### config.mk
export PLATFORM = sky130hd
export DESIGN_NAME = sync_fifo_level
export DESIGN_NICKNAME = d
export VERILOG_FILES = /design/src/rtl/sync_fifo_pkg.sv /design/src/rtl/sync_fifo_mem.sv /design/src/rtl/sync_fifo_level.sv
export SDC_FILE = /design/constraint.sdc
export NUM_CORES = 1
export LEC_CHECK = 0
export CORE_ASPECT_RATIO = 2
export CORE_MARGIN = 3
export CORE_UTILIZATION = 45
export DETAILED_ROUTE_END_ITERATION = 12
export SETUP_SLACK_MARGIN = 0.02
export SLEW_MARGIN = 10
export SYNTH_ARGS = -nofsm -noshare
export SYNTH_HDL_FRONTEND = slang
export SYNTH_HIERARCHICAL = 1
export SYNTH_SLANG_ARGS = --single-unit
### constraint.sdc
create_clock -name clk -period 3.15 [get_ports clk]
set_input_delay 0.4725 -clock clk [delete_from_list [all_inputs] [get_ports clk]]
set_output_delay 0.4725 -clock clk [all_outputs]
set_load 0.02 [all_outputs]
### src/rtl/sync_fifo_pkg.sv
// Shared defaults and types for the synchronous level-tracking FIFO.
package sync_fifo_pkg;

  localparam int unsigned SF_DSIZE = 8;
  localparam int unsigned SF_ASIZE = 4;

  // Level / pointer type for the default configuration (ASIZE+1 bits).
  typedef logic [SF_ASIZE:0] sf_level_t;

  // Number of words addressed by asize address bits.
  function automatic int unsigned sf_depth(input int unsigned asize);
    return 32'(1) << asize;
  endfunction

endpackage

### src/rtl/sync_fifo_mem.sv
// DEPTH x DSIZE storage: synchronous write port, combinational read port.
module sync_fifo_mem
  import sync_fifo_pkg::*;
#(
  parameter int unsigned DSIZE = SF_DSIZE,
  parameter int unsigned ASIZE = SF_ASIZE
) (
  input  logic             clk,
  input  logic             we,
  input  logic [ASIZE-1:0] waddr,
  input  logic [DSIZE-1:0] wdata,
  input  logic [ASIZE-1:0] raddr,
  output logic [DSIZE-1:0] rdata
);

  localparam int unsigned DEPTH = sf_depth(ASIZE);

  logic [DSIZE-1:0] mem_q [DEPTH];

  // Storage is intentionally not reset; only the pointers define validity.
  always_ff @(posedge clk) begin
    if (we) begin
      mem_q[waddr] <= wdata;
    end
  end

  // Show-ahead read of the addressed word.
  assign rdata = mem_q[raddr];

endmodule

### src/rtl/sync_fifo_level.sv
// Single-clock FIFO with registered level count and level-derived flags.
// Optional sticky overflow/underflow detection: define SYNC_FIFO_ERR_EN.
module sync_fifo_level
  import sync_fifo_pkg::*;
#(
  parameter int unsigned DSIZE     = SF_DSIZE,
  parameter int unsigned ASIZE     = SF_ASIZE,
  parameter int unsigned AF_THRESH = sf_depth(ASIZE) - 2,
  parameter int unsigned AE_THRESH = 2
) (
  input  logic             clk,
  input  logic             rst_n,
  input  logic             clear,
  input  logic             winc,
  input  logic [DSIZE-1:0] wdata,
  input  logic             rinc,
  output logic [DSIZE-1:0] rdata,
  output logic             wfull,
  output logic             rempty,
  output logic             almost_full,
  output logic             almost_empty,
  output logic [ASIZE:0]   level,
  output logic             overflow,
  output logic             underflow
);

  localparam int unsigned DEPTH = sf_depth(ASIZE);

  typedef logic [ASIZE:0] lvl_t;

  localparam lvl_t DEPTH_L = lvl_t'(DEPTH);

  // Reject illegal threshold ordering at elaboration.
  if (!((AE_THRESH < AF_THRESH) && (AF_THRESH <= DEPTH))) begin : g_bad_thresh
    $fatal(1, "sync_fifo_level: thresholds must satisfy AE_THRESH < AF_THRESH <= DEPTH");
  end

  lvl_t wptr_q, wptr_d;
  lvl_t rptr_q, rptr_d;
  lvl_t level_q, level_d;
  logic rempty_q, rempty_d;
  logic wfull_q, wfull_d;
  logic afull_q, afull_d;
  logic aempty_q, aempty_d;

  logic rd_acc_c;
  logic wr_acc_c;
  logic mem_we_c;

  // Accept logic, pointer/level update and next-cycle flags.
  always_comb begin
    rd_acc_c = rinc & ~rempty_q;
    wr_acc_c = winc & (~wfull_q | rd_acc_c);
    mem_we_c = wr_acc_c & ~clear;

    wptr_d  = wptr_q;
    rptr_d  = rptr_q;
    level_d = level_q;

    if (clear) begin
      wptr_d  = '0;
      rptr_d  = '0;
      level_d = '0;
    end else begin
      wptr_d  = wptr_q + lvl_t'(wr_acc_c);
      rptr_d  = rptr_q + lvl_t'(rd_acc_c);
      level_d = level_q + lvl_t'(wr_acc_c) - lvl_t'(rd_acc_c);
    end

    // Flags are registered alongside level so both change on the same edge.
    rempty_d = (level_d == '0);
    wfull_d  = (level_d == DEPTH_L);
    afull_d  = (32'(level_d) >= AF_THRESH);
    aempty_d = (32'(level_d) <= AE_THRESH);
  end

  // Pointer, level and flag registers.
  always_ff @(posedge clk or negedge rst_n) begin
    if (!rst_n) begin
      wptr_q   <= '0;
      rptr_q   <= '0;
      level_q  <= '0;
      rempty_q <= 1'b1;
      wfull_q  <= 1'b0;
      afull_q  <= 1'b0;
      aempty_q <= 1'b1;
    end else begin
      wptr_q   <= wptr_d;
      rptr_q   <= rptr_d;
      level_q  <= level_d;
      rempty_q <= rempty_d;
      wfull_q  <= wfull_d;
      afull_q  <= afull_d;
      aempty_q <= aempty_d;
    end
  end

  sync_fifo_mem #(
    .DSIZE (DSIZE),
    .ASIZE (ASIZE)
  ) u_mem (
    .clk   (clk),
    .we    (mem_we_c),
    .waddr (wptr_q[ASIZE-1:0]),
    .wdata (wdata),
    .raddr (rptr_q[ASIZE-1:0]),
    .rdata (rdata)
  );

  assign level        = level_q;
  assign rempty       = rempty_q;
  assign wfull        = wfull_q;
  assign almost_full  = afull_q;
  assign almost_empty = aempty_q;

`ifdef SYNC_FIFO_ERR_EN
  logic ovf_q, ovf_d;
  logic unf_q, unf_d;

  // Sticky error flags; a flush clears them.
  always_comb begin
    ovf_d = ovf_q;
    unf_d = unf_q;
    if (clear) begin
      ovf_d = 1'b0;
      unf_d = 1'b0;
    end else begin
      ovf_d = ovf_q | (winc & ~wr_acc_c);
      unf_d = unf_q | (rinc & ~rd_acc_c);
    end
  end

  // Error flag registers.
  always_ff @(posedge clk or negedge rst_n) begin
    if (!rst_n) begin
      ovf_q <= 1'b0;
      unf_q <= 1'b0;
    end else begin
      ovf_q <= ovf_d;
      unf_q <= unf_d;
    end
  end

  assign overflow  = ovf_q;
  assign underflow = unf_q;
`else
  assign overflow  = 1'b0;
  assign underflow = 1'b0;
`endif

endmodule

==> flow_metrics.py <==
metrics = {
    "cts": {
        "cts_hold_buf": 0,
        "htree_levels": 4,
        "cts_root_buffer": "clkbuf_16",
        "cts_tree": "built",
        "clk_latency_ns": 0.42,
        "path_clk_slew_ns": 0.06,
        "cts_buffers": 17,
        "clk_path_buf_depth": 2,
        "clock-sinks": 145,
    },
    "critical_path": {
        "r2r_slack_ns": 0.52,
        "cp_max_fo": 22,
        "regToRegEndpoint": "wfull$_DFF_PN0_",
        "critPathLaunchType": "flop",
        "worstPathArrival_ns": 2.53,
        "end_kind": "output pin",
        "reg2reg_depth": 11,
        "regToRegStartpoint": "rempty$_DFF_PN1_",
        "worstSetupPathType": "flop to output pin",
        "cp_data_required_time_ns": 2.68,
    },
    "finish": {
        "final_util_pct": 55.92,
        "stdcell_count": 530,
        "area_delta_synth_final_pct": 21.10,
        "layout.nets": 390,
        "insertedDiodeCount": 0,
        "drive_gt1_share_pct": 21.58,
    },
    "power_and_ir_drop": {
        "p_seq_share_pct": 41.9,
        "power.share.combinational_pct": 18.3,
        "switching_share_pct": 26.43,
        "vdd_drop_max_mv": 0.6402,
        "leakage_nw": 2.495,
        "p_per_area_nw_per_um2": 755.2,
        "clkPwrFrac_pct": 39.8,
        "p_sw_mw": 1.418,
        "p_int_mw": 3.946,
    },
    "grt": {
        "track_usage_pct": 17.58,
        "grt_remaining_overflow": 0,
        "grt_max_degree": 28,
        "grt_pass1_vias": 3196,
        "antenna_found_initial": 0,
        "grt_pass1_wl_um": 18160,
    },
    "routing": {
        "avgViaCountPerCell": 5.564,
        "drc": 0,
        "ant_nets": 0,
        "vias": 2949,
        "finalWirelength_um": 11670,
        "wl_per_cell_um": 22.02,
        "drt_iter0_drc": 175,
        "dr.pass1.iters": 4,
    },
    "sta": {
        "period_needed_ns": 3.003,
        "relSlewSlack_pct": 46.67,
        "timing.hold.ws_ns": 0.5185,
        "fin_setup_tns_ns": 0,
        "rsz0062_at_grt": "no",
        "worstMarginPinSlew_ns": 0.7975,
        "fin_crit_sh_pct": 95.33,
        "fin_worst_skew_ns": 0.008386,
        "final_hold_viol_count": 0,
        "setup_viol": 0,
        "setup_ws_ns": 0.1471,
        "maxSlewViolCount": 0,
        "achievable-frequency_mhz": 333.0,
    },
    "die": {
        "die_w_um": 86.72,
        "core_area_sq_um": 12700,
        "die-area_sq_um": 14520,
        "rows": 58,
        "die_y_um": 167.4,
        "ioPinCount": 32,
        "start_util_pct": 46.18,
    },
    "logic_synthesis": {
        "yosysWarnings": 6,
        "ys_types": 34,
        "synth_area_sq_um": 5864,
        "synthFlopType": "edfxtp_1",
        "synth_edf_count": 128,
        "synthSimpleGateAreaFrac_pct": 5.291,
        "synthAdderAreaFrac_pct": 2.262,
        "synth_compound_area_share_pct": 2.816,
        "syn_avg_cell_area_sq_um": 19.23,
        "synthMuxAreaShare_pct": 13.19,
        "synth-async-reset-ratio_pct": 11.72,
        "ys_ff_latch": 145,
        "synth_top_family_by_area": "multiplexers",
        "synthXorXnorAreaFrac_pct": 1.045,
        "netlist_instances": 305,
        "yosysSeqAreaShare_pct": 72.84,
    },
    "place": {
        "portBuffers": 29,
        "dp_slack_ns": 0.01754,
        "dp_cells": 497,
        "hpwlAfterDp_um": 8047,
        "place_congestion": 0.7692,
    },
    "hold_path": {
        "hold_path.class": "input pin to asynchronous set/reset pin",
    },
    "flow_run": {
        "cap_violations": 0,
    },
    "outcome": {
        "status": "completed",
    },
}
==> flip-flops by register name, indices dropped and copies added (netlist names) <==
register,count
u_mem/mem_q,128
almost_full,1
rempty,1
rptr_q,4
wfull,1
level,5
almost_empty,1
wptr_q,4
==> cells by family after synthesis <==
logic type      Yosys count
buf+inv                  24
simple gates             63
fa+ha+maj                10
flops                   145
mux                      32
compound gates           23
other cells               1
xor+xnor                  7
==> through the flow <==
stage,power [mW],instance area (sq um)
2_1_floorplan,2.928,5868
3_3_place_gp,3.279,6459
3_5_place_dp,3.286,6459
4_1_cts,5.428,7097
5_1_grt,5.598,7102
6_report,5.363,7102
==> cell usage in the layout, fill, tap and decap left out, types with 8 or more instances in the layout <==
master	netlist	layout
mux4_1	14	14
nor2_1	24	24
inv_6	0	8
a22oi_1	16	16
dfrtp_1	15	14
mux4_2	18	18
nor2b_1	8	8
edfxtp_1	128	128
clkbuf_16	0	17
buf_4	3	25
clkdlybuf4s50_1	0	27
nand2_1	10	10
inv_1	10	10
ha_1	9	9
==> power groups by stage <==
| stage | sequential [mW] | clock (mW) | combinational [mW] |
|---|---|---|---|
| global placement | 2.29 | 0 | 0.985 |
| CTS | 2.25 | 2.17 | 1.01 |
| floorplan | 2.32 | 0 | 0.606 |
| finish | 2.24 | 2.13 | 0.984 |
| global route | 2.26 | 2.26 | 1.08 |
| detailed placement | 2.29 | 0 | 0.993 |
==> final cells by class <==
cell class	instances	area [sq um]
timing repair buffer	56	523.0
clock inverter	15	205.2
fill	965	5598
inverter	10	37.54
sequential	145	4273
multi-input combinational	137	1450
clock buffer	17	425.4
tap	150	187.7
==> worst max path at each step <==
stage	start	endpoint	slack, ns
final	rptr_q[0]$_DFF_PN0_	rdata[4]	0.15
after global routing	rptr_q[0]$_DFF_PN0_	rdata[4]	0.02
after CTS	rptr_q[0]$_DFF_PN0_	rdata[2]	0.06
after detailed placement	rinc	wfull$_DFF_PN0_	0.02
after global placement	rinc	wfull$_DFF_PN0_	0.15
after floorplan	rempty$_DFF_PN1_	almost_full$_DFF_PN0_	0.55
==> critical path, stage by stage, from the launching register on <==
cell	delay, ns
dfrtp_2	0.42
buf_12	0.23
mux4_1	0.58
a22oi_1	0.21
nand2_1	0.11
clkdlybuf4s50_1	0.55
==> Yosys cell counts, types with 4 or more instances <==
master / instances / area, sq um
dfrtp_1: 15 / 375.4
nand2_1: 10 / 37.54
ha_1: 9 / 112.6
nor2_1: 24 / 90.09
nand3_1: 4 / 20.02
mux4_1: 14 / 367.9
edfxtp_1: 128 / 3844
inv_1: 10 / 37.54
nand2b_1: 4 / 25.02
a21oi_1: 4 / 20.02
nor2b_1: 8 / 50.05
mux4_2: 18 / 405.4
nor3_1: 4 / 20.02
a22oi_1: 16 / 120.1
xnor2_1: 4 / 35.03
==> repair_timing <==
action,4_1_cts,5_1_grt
endpoints found under the setup margin,7,2
resized for setup,0,2
setup buffers,1,0
==> routing by layer <==
layer / wire length [um] / global-route usage [%] / share of wire (%)
met5: 0 / 0 / 0
met4: 233 / 7.395 / 2.0
met3: 410 / 4.677 / 3.5
met2: 6817 / 31.32 / 58
met1: 4210 / 19.24 / 36
(Power assumes the default switching activity.)
